`src/rtl/vga_mode_sequencer.sv`:
```
// vga_mode_sequencer
// Run-time display-mode controller for the VGA timing chain. Mode change
// requests arrive over a valid/ready handshake and are held until the end of
// the current frame. The sequencer then blanks the video, holds the sync
// counters in reset, loads the new timing parameter set and releases the
// counters again.
//
// Optional feature: define VGA_MODE_XGA_EN to add mode 4'b0111 (1024x768).
// Without it, 4'b0111 is rejected like any other undefined code.
//
// Ports
//   clk             system/pixel clock, rising edge
//   rst             asynchronous reset, active low
//   mode_req        requested mode code
//   mode_req_valid  request valid
//   mode_req_ready  sequencer can accept a request
//   frame_end       one-cycle pulse from the vertical counter at frame wrap
//   h_* / v_*       ten 12-bit timing parameters for the sync counters
//   timing_rst_n    active-low reset to the sync counters
//   blank           forces the video output to black
//   active_mode     mode currently loaded
//   mode_done       pulse: change completed or same-mode request accepted
//   mode_err        pulse: unsupported mode requested
//
// State     | meaning
// ----------+----------------------------------------------------------
// RUN       | normal display, requests accepted
// WAIT_EOF  | change pending, waiting for frame_end
// BLANK     | counters held in reset for HOLD_CYCLES cycles
// LOAD      | parameter set and active_mode loaded on the leaving edge
// SETTLE    | one extra reset cycle with the new parameters in place

module vga_mode_sequencer #(
  parameter int unsigned HOLD_CYCLES = 4
) (
  input  logic        clk,
  input  logic        rst,
  input  logic [3:0]  mode_req,
  input  logic        mode_req_valid,
  output logic        mode_req_ready,
  input  logic        frame_end,
  output logic [11:0] h_visible,
  output logic [11:0] h_front,
  output logic [11:0] h_sync,
  output logic [11:0] h_back,
  output logic [11:0] h_total,
  output logic [11:0] v_visible,
  output logic [11:0] v_front,
  output logic [11:0] v_sync,
  output logic [11:0] v_back,
  output logic [11:0] v_total,
  output logic        timing_rst_n,
  output logic        blank,
  output logic [3:0]  active_mode,
  output logic        mode_done,
  output logic        mode_err
);

  localparam logic [3:0] MODE_VGA  = 4'b0001;
  localparam logic [3:0] MODE_SVGA = 4'b0101;
  localparam logic [3:0] MODE_XGA  = 4'b0111;

  // The counter is loaded with HOLD_CYCLES-1 so BLANK lasts exactly
  // HOLD_CYCLES cycles including the cycle in which it reaches zero.
  localparam logic [7:0] HOLD_LOAD = 8'(HOLD_CYCLES - 1);

  typedef struct packed {
    logic [11:0] h_visible;
    logic [11:0] h_front;
    logic [11:0] h_sync;
    logic [11:0] h_back;
    logic [11:0] h_total;
    logic [11:0] v_visible;
    logic [11:0] v_front;
    logic [11:0] v_sync;
    logic [11:0] v_back;
    logic [11:0] v_total;
  } timing_t;

  typedef enum logic [2:0] {
    ST_RUN      = 3'd0,
    ST_WAIT_EOF = 3'd1,
    ST_BLANK    = 3'd2,
    ST_LOAD     = 3'd3,
    ST_SETTLE   = 3'd4
  } state_t;

  function automatic logic mode_supported(input logic [3:0] m);
    logic ok;
    ok = 1'b0;
    case (m)
      MODE_VGA:  ok = 1'b1;
      MODE_SVGA: ok = 1'b1;
`ifdef VGA_MODE_XGA_EN
      MODE_XGA:  ok = 1'b1;
`endif
      default:   ok = 1'b0;
    endcase
    return ok;
  endfunction

  // Unsupported codes never reach LOAD, so the default arm is only a
  // well-defined fallback.
  function automatic timing_t mode_timing(input logic [3:0] m);
    timing_t t;
    case (m)
      MODE_SVGA: t = '{12'd800,  12'd56, 12'd120, 12'd64,  12'd1040,
                       12'd600,  12'd37, 12'd6,   12'd23,  12'd666};
`ifdef VGA_MODE_XGA_EN
      MODE_XGA:  t = '{12'd1024, 12'd24, 12'd136, 12'd160, 12'd1344,
                       12'd768,  12'd3,  12'd6,   12'd29,  12'd806};
`endif
      default:   t = '{12'd640,  12'd16, 12'd96,  12'd48,  12'd800,
                       12'd480,  12'd10, 12'd2,   12'd33,  12'd525};
    endcase
    return t;
  endfunction

  state_t     state;
  state_t     next_state;
  logic [7:0] hold_cnt;
  logic [3:0] pending_mode;
  timing_t    timing_q;

  logic       accept;
  logic       req_ok;
  logic       req_same;
  logic       ready_d;
  logic       timing_rst_n_d;
  logic       blank_d;
  logic       done_d;
  logic       err_d;

  // mode_req_ready is registered and only ever high in RUN, so it gates the
  // first cycle after reset release as well.
  assign accept   = (state == ST_RUN) && mode_req_ready && mode_req_valid;
  assign req_ok   = mode_supported(mode_req);
  assign req_same = (mode_req == active_mode);

  // State register, working registers and registered outputs
  always_ff @(posedge clk or negedge rst) begin
    if (!rst) begin
      state          <= ST_RUN;
      hold_cnt       <= 8'd0;
      pending_mode   <= MODE_VGA;
      timing_q       <= mode_timing(MODE_VGA);
      active_mode    <= MODE_VGA;
      mode_req_ready <= 1'b0;
      timing_rst_n   <= 1'b0;
      blank          <= 1'b1;
      mode_done      <= 1'b0;
      mode_err       <= 1'b0;
    end else begin
      state          <= next_state;
      mode_req_ready <= ready_d;
      timing_rst_n   <= timing_rst_n_d;
      blank          <= blank_d;
      mode_done      <= done_d;
      mode_err       <= err_d;

      if (accept && req_ok && !req_same) begin
        pending_mode <= mode_req;
      end

      if ((state == ST_WAIT_EOF) && frame_end) begin
        hold_cnt <= HOLD_LOAD;
      end else if ((state == ST_BLANK) && (hold_cnt != 8'd0)) begin
        hold_cnt <= hold_cnt - 8'd1;
      end

      if (state == ST_LOAD) begin
        timing_q    <= mode_timing(pending_mode);
        active_mode <= pending_mode;
      end
    end
  end

  // Next-state logic
  always_comb begin
    next_state = state;
    case (state)
      ST_RUN: begin
        // frame_end is deliberately ignored here, including when it
        // coincides with the accepting handshake.
        if (accept && req_ok && !req_same) begin
          next_state = ST_WAIT_EOF;
        end
      end
      ST_WAIT_EOF: begin
        if (frame_end) begin
          next_state = ST_BLANK;
        end
      end
      ST_BLANK: begin
        if (hold_cnt == 8'd0) begin
          next_state = ST_LOAD;
        end
      end
      ST_LOAD:   next_state = ST_SETTLE;
      ST_SETTLE: next_state = ST_RUN;
      default:   next_state = ST_RUN;
    endcase
  end

  // Output logic: next values for the registered outputs, derived from the
  // state being entered so each output is aligned with its state.
  always_comb begin
    ready_d        = (next_state == ST_RUN);
    timing_rst_n_d = (next_state == ST_RUN) || (next_state == ST_WAIT_EOF);
    blank_d        = !timing_rst_n_d;
    done_d         = (state == ST_SETTLE) || (accept && req_ok && req_same);
    err_d          = accept && !req_ok;
  end

  assign h_visible = timing_q.h_visible;
  assign h_front   = timing_q.h_front;
  assign h_sync    = timing_q.h_sync;
  assign h_back    = timing_q.h_back;
  assign h_total   = timing_q.h_total;
  assign v_visible = timing_q.v_visible;
  assign v_front   = timing_q.v_front;
  assign v_sync    = timing_q.v_sync;
  assign v_back    = timing_q.v_back;
  assign v_total   = timing_q.v_total;

endmodule
```
`config.mk`:
```
export PLATFORM = sky130hd
export DESIGN_NAME = vga_mode_sequencer
export DESIGN_NICKNAME = d
export VERILOG_FILES = /design/src/rtl/vga_mode_sequencer.sv
export SDC_FILE = /design/constraint.sdc
export NUM_CORES = 1
export LEC_CHECK = 0
export ABC_AREA = 1
export CAP_MARGIN = 0
export CORE_UTILIZATION = 41
export CTS_BUF_LIST = sky130_fd_sc_hd__clkbuf_4
export CTS_CLUSTER_DIAMETER = 120
export DETAILED_ROUTE_END_ITERATION = 7
export HOLD_SLACK_MARGIN = 0.03
export PLACE_DENSITY = 0.89
export SKIP_CTS_REPAIR_TIMING = 1
export SYNTH_ARGS = -nofsm -noshare
export SYNTH_HDL_FRONTEND = slang
export SYNTH_SLANG_ARGS = --single-unit
```
`constraint.sdc`:
```
create_clock -name clk -period 2.3 [get_ports clk]
set_input_delay 0.46 -clock clk [delete_from_list [all_inputs] [get_ports clk]]
set_output_delay 0.46 -clock clk [all_outputs]
set_load 0.01 [all_outputs]
```
Yosys cells after proc, flatten, opt, wreduce, memory -nomap -nowiden. Cells that the tools add are included.

Register bits: 144. Bits of input ports: 8. Output and inout port bits: 129. Word-level logic and storage cells: 56.

$add $sub $neg: 1. Equality and inequality tests: 9. Mux-type cells: 8. Reduce and logical (&&, ||, !) cells: 19.

Operators with widths (number): 2-to-1 mux 117 bit (1); 2-to-1 mux 8 bit (2); one-hot mux 3 bit (4 select lines) (1); 2-to-1 mux 3 bit (3); == test 4 x 3 -> 1 bit (second input constant) (2); logical AND 1 bit (8); logical NOT 8 bit (1); nonzero test 8 bit (1); subtractor 8 x 1 -> 8 bit (second input constant) (1); == test 3 x 1 -> 1 bit (second input constant) (2); == test 3 x 2 -> 1 bit (second input constant) (2); logical NOT 3 bit (2); == test 4 x 1 -> 1 bit (second input constant) (1); == test 4 bit (1); == test 3 bit (second input constant) (1); logical NOT 1 bit (3); logical OR 1 bit (2); nonzero test 2 bit (1); OR reduction 2 bit (1); 2-to-1 mux 1 bit (1).

Logic depth before layout (Yosys ltp).
Depth after elaboration: 10. Mapped depth: 8. Depth with buffers taken out: 8.

Worst setup path before layout. No wires, ideal clock.

Kind: reg2out. Start: reg timing_q, in the netlist h_front[3]. End: out h_front[3]. Data arrival time: 898 ps. Data required time: 1840 ps. Path slack: 942 ps. Stages on the path, launching flop included: 2. Buffers on the path: 1. Cells stage by stage: dfrtp_1 buf_4.

RTL lines: from (decl) (RTL line 123) `timing_t timing_q;`; from (signal assigned) (RTL line 146) `timing_q <= mode_timing(MODE_VGA);`; from (signal assigned) (RTL line 172) `timing_q <= mode_timing(pending_mode);`; to (decl) (RTL line 43) `output logic [11:0] h_front,`.

No word-level cell between the ends.

==> metrics.log <==
[metrics] run status: complete, no violations
[metrics] vias per std cell: 3.79
[metrics] required time of the critical path: 1.84 ns
[metrics] total leakage power: 0.00117 µW
[metrics] sw power: 1140 µW
[metrics] effective utilization at floorplan: 0.424
[metrics] number of nets with antenna violations after routing: 0
[metrics] Root Buffer Master: sky130_fd_sc_hd__clkbuf_4
[metrics] data arrival time at the worst-slack endpoint: 1.60 ns
[metrics] Core Box Area: 5110 µm²
[metrics] count of buffers from port buffering: 52
[metrics] clock transition time at the flip-flop clock pins of the worst setup and hold paths: 0.14 ns
[metrics] io pins: 137
[metrics] clock tree from TritonCTS: yes
[metrics] Worst path slowest cell: sky130_fd_sc_hd__dfstp_2
[metrics] maximum clock path buffer count: 2
[metrics] part of the Yosys area used for sequential elements: 0.303
[metrics] Final Hold Fails: 0
[metrics] pin count of the biggest net entering global routing: 27
[metrics] end of the worst register-to-register path: hold_cnt[5]$_DFFE_PN0P_
[metrics] CP Buf/Inv Count: 1
[metrics] unrepaired setup endpoints after global routing: false
[metrics] worst hold path type: in2async
[metrics] number of CTS-inserted buffers: 3
[metrics] main flop type after synthesis: sky130_fd_sc_hd__dfrtp_1
[metrics] grt met3 use: 0.0375
[metrics] first-pass GRT wire length: 4370 µm
[metrics] half-perimeter wire length after placement: 2430 µm
[metrics] count of unresolved DRC violations after routing: 0
[metrics] vias in the first global route: 1,040
[metrics] average detailed-routed wire length per instance: 8.54 µm
[metrics] register bit count reported by yosys: 26
[metrics] net count reported at finish: 301
[metrics] total detailed-routing wirelength: 3080 µm
[metrics] worst hold slack across all endpoints: 0.486 ns
[metrics] capturing element type of the critical path: output pin
[metrics] final setup violating endpoints: 0
[metrics] longest individual stage delay on the worst path: 0.69 ns
[metrics] reg-to-reg setup timing slack: 0.86 ns
[metrics] Num Clock Sinks: 26
[metrics] ranking of synthesized cells by area: sky130_fd_sc_hd__buf_4 (41%), sky130_fd_sc_hd__dfrtp_1 (25%), sky130_fd_sc_hd__nand2_1 (7.3%)
[metrics] leftover overflow at the end of global routing: 0
[metrics] share of layout cells above drive strength 1: 0.0828
[metrics] Max Clock Freq: 485 MHz
[metrics] Rows: 26
[metrics] maxcap violations: 0
[metrics] Synth Cell Area: 2160 µm²
[metrics] number of design-rule violations left by the first detailed-router iteration: 112
[metrics] total via count after detailed routing: 1,365
[metrics] worst setup path endpoint: h_back[4]
[metrics] count of unique library cells instantiated by Yosys: 25
[metrics] Worst setup startpoint: h_back[5]$_DFFE_PN1N_
[metrics] H-tree levels: 1
[metrics] Internal Pwr Total: 1710 µW
[metrics] router iterations before antenna repair: 4
[metrics] weighted congestion reported at the end of routability-driven placement: 0.821
[metrics] Syn Area/Cell: 8.01 µm²
[metrics] number of warnings issued by yosys: 0
[metrics] antenna violations before repair: 0
[metrics] fin cells: 360
[metrics] horizontal die dimension: 74.6 µm
[metrics] switching part of the total power: 0.401
[metrics] power consumption: 2850 µW
[metrics] worst-skew pair later-pin latency: 0.32 ns
[metrics] setup TNS after final layout: 0 ns
[metrics] startpoint-to-endpoint class of the critical path: reg2out
[metrics] GRT Max-Usage Layer: met2
[metrics] EDFF count, synth: 0
[metrics] Sequential Power Share: 0.302
[metrics] Async S/R FF share, synth: 1.00
[metrics] cell breakdown of the critical path: clkdlybuf4s50_1
[metrics] worst flop-to-flop path startpoint: state[0]$_DFF_PN0_
[metrics] die span in y: 74.6 µm
[metrics] die footprint: 5570 µm²
[metrics] cell area reported after detailed placement: 2200 µm²
[metrics] biggest area consumer among synthesized cells: sky130_fd_sc_hd__buf_4
[metrics] fraction of the cycle the final worst path needs: 0.897
[metrics] area growth from synthesis to layout: 3.99%
[metrics] number of stages on the worst setup path: 1
[metrics] clock group share of total power: 0.111
[metrics] clock period minus final worst setup slack: 2.06 ns
[metrics] M1 GR Usage: 0.106
[metrics] number of diodes: 0
[metrics] power density relative to cell area: 1270 nW/µm²
[metrics] top library cells by usage in the layout, fill and taps aside: sky130_fd_sc_hd__conb_1 (84), sky130_fd_sc_hd__clkdlybuf4s50_1 (52), sky130_fd_sc_hd__nand2_1 (42), sky130_fd_sc_hd__dfrtp_1 (21), sky130_fd_sc_hd__inv_1 (18)
[metrics] number of standard cells after synthesis: 270
[metrics] kind of start point of the critical path: register
[metrics] worst-case clock skew: 0.00248 ns
[metrics] max-slew violation total from the final report: 0
[metrics] global-route usage over all layers: 0.104
[metrics] cell family contributing the most delay on the critical path: flip-flops
[metrics] share of power burned in combinational logic: 0.587
[metrics] commonest non-fill, non-tap cell in the layout: sky130_fd_sc_hd__conb_1
[metrics] share of the synthesized area in the top cell type: 0.409
[metrics] FF-to-FF path depth: 4
[metrics] number of placed instances with taps included: 356
[metrics] final instance area: 2250 µm²
[metrics] met2 capacity usage during global routing: 0.199
[metrics] largest driver fanout on the critical path: 15
[metrics] IR Drop Worst-Case VDD: 0.456 mV
-- registers in the layout (all words and copies together) (netlist names) --
signal and flops:
mode_err 1, hold_cnt 8, active_mode 4, mode_req_ready 1
mode_done 1, pending_mode 4, blank 1, h_back 1
timing_rst_n 1, h_front 1, state 3
-- power by group through the flow --
stage / Combinational, µW / Clock (µW) / Sequential, µW
2_1_floorplan: 1290 / 0 / 877
3_3_place_gp: 1620 / 0 / 857
3_5_place_dp: 1680 / 0 / 874
4_1_cts: 1680 / 325 / 865
5_1_grt: 1830 / 342 / 894
6_report: 1670 / 315 / 862
-- logic make-up after synthesis --
group                    Yosys count  share of synthesized area
AND/OR/NAND/NOR                   83                      0.177
flip-flops                        26                      0.303
adder cells (fa/ha/maj)            2                     0.0116
buffers and inverters            140                      0.448
other                              2                    0.00347
AO/OA/AOI/OAI                     13                     0.0405
XOR/XNOR                           4                     0.0162
-- worst reg2reg max path: cells and delay by family, from the launching register on --
kind | cells | cell delay (ns)
and+or+nand+nor | 3 | 0.55
DFF | 1 | 0.49
AOI/OAI and AO/OA | 1 | 0.31
-- stage by stage --
| stage | setup WS, ns | utilization |
|---|---|---|
| 2_1_floorplan | 0.942 | - |
| 3_3_place_gp | 0.457 | 0.430 |
| 3_5_place_dp | 0.390 | 0.430 |
| 4_1_cts | 0.0855 | 0.440 |
| 5_1_grt | 0.133 | 0.440 |
| 6_report | 0.236 | 0.440 |
-- synthesized netlist by cell type (3+ instances only) --
cell type / n
sky130_fd_sc_hd__dfstp_2: 4
sky130_fd_sc_hd__xor2_1: 4
sky130_fd_sc_hd__nor2_1: 15
sky130_fd_sc_hd__inv_2: 3
sky130_fd_sc_hd__dfrtp_1: 22
sky130_fd_sc_hd__nand2_2: 3
sky130_fd_sc_hd__nor2_4: 4
sky130_fd_sc_hd__inv_1: 18
sky130_fd_sc_hd__nand4_1: 6
sky130_fd_sc_hd__nand3_1: 11
sky130_fd_sc_hd__o21ai_0: 5
sky130_fd_sc_hd__buf_4: 118
sky130_fd_sc_hd__nand2_1: 42
-- metal layers --
metal,vias to the layer above,part of all wire
met5,-,0
met4,0,0.0013
met3,2,0.078
met2,73,0.55
met1,621,0.37
li1,669,-
-- area by class of cell --
type | instances | area [µm²]
multi-input cells | 186 | 846
flip-flops and latches | 26 | 657
clock buffers | 3 | 22.5
clock inverters | 1 | 30.0
well taps | 70 | 87.6
inverters | 21 | 78.8
fillers | 518 | 2860
repair buffers | 53 | 528
-- worst min-delay path by stage --
stage                                  end  depth (start not counted)
4_1_cts         active_mode[3]$_DFFE_PN0N_                          2
2_1_floorplan   active_mode[1]$_DFFE_PN0N_                          0
6_report           hold_cnt[1]$_DFFE_PN0P_                          2
3_5_place_dp    active_mode[3]$_DFFE_PN0N_                          2
3_3_place_gp   pending_mode[0]$_DFFE_PN1P_                          2
5_1_grt                 state[0]$_DFF_PN0_                          2
No activity file was read; power rests on OpenSTA's default activity.
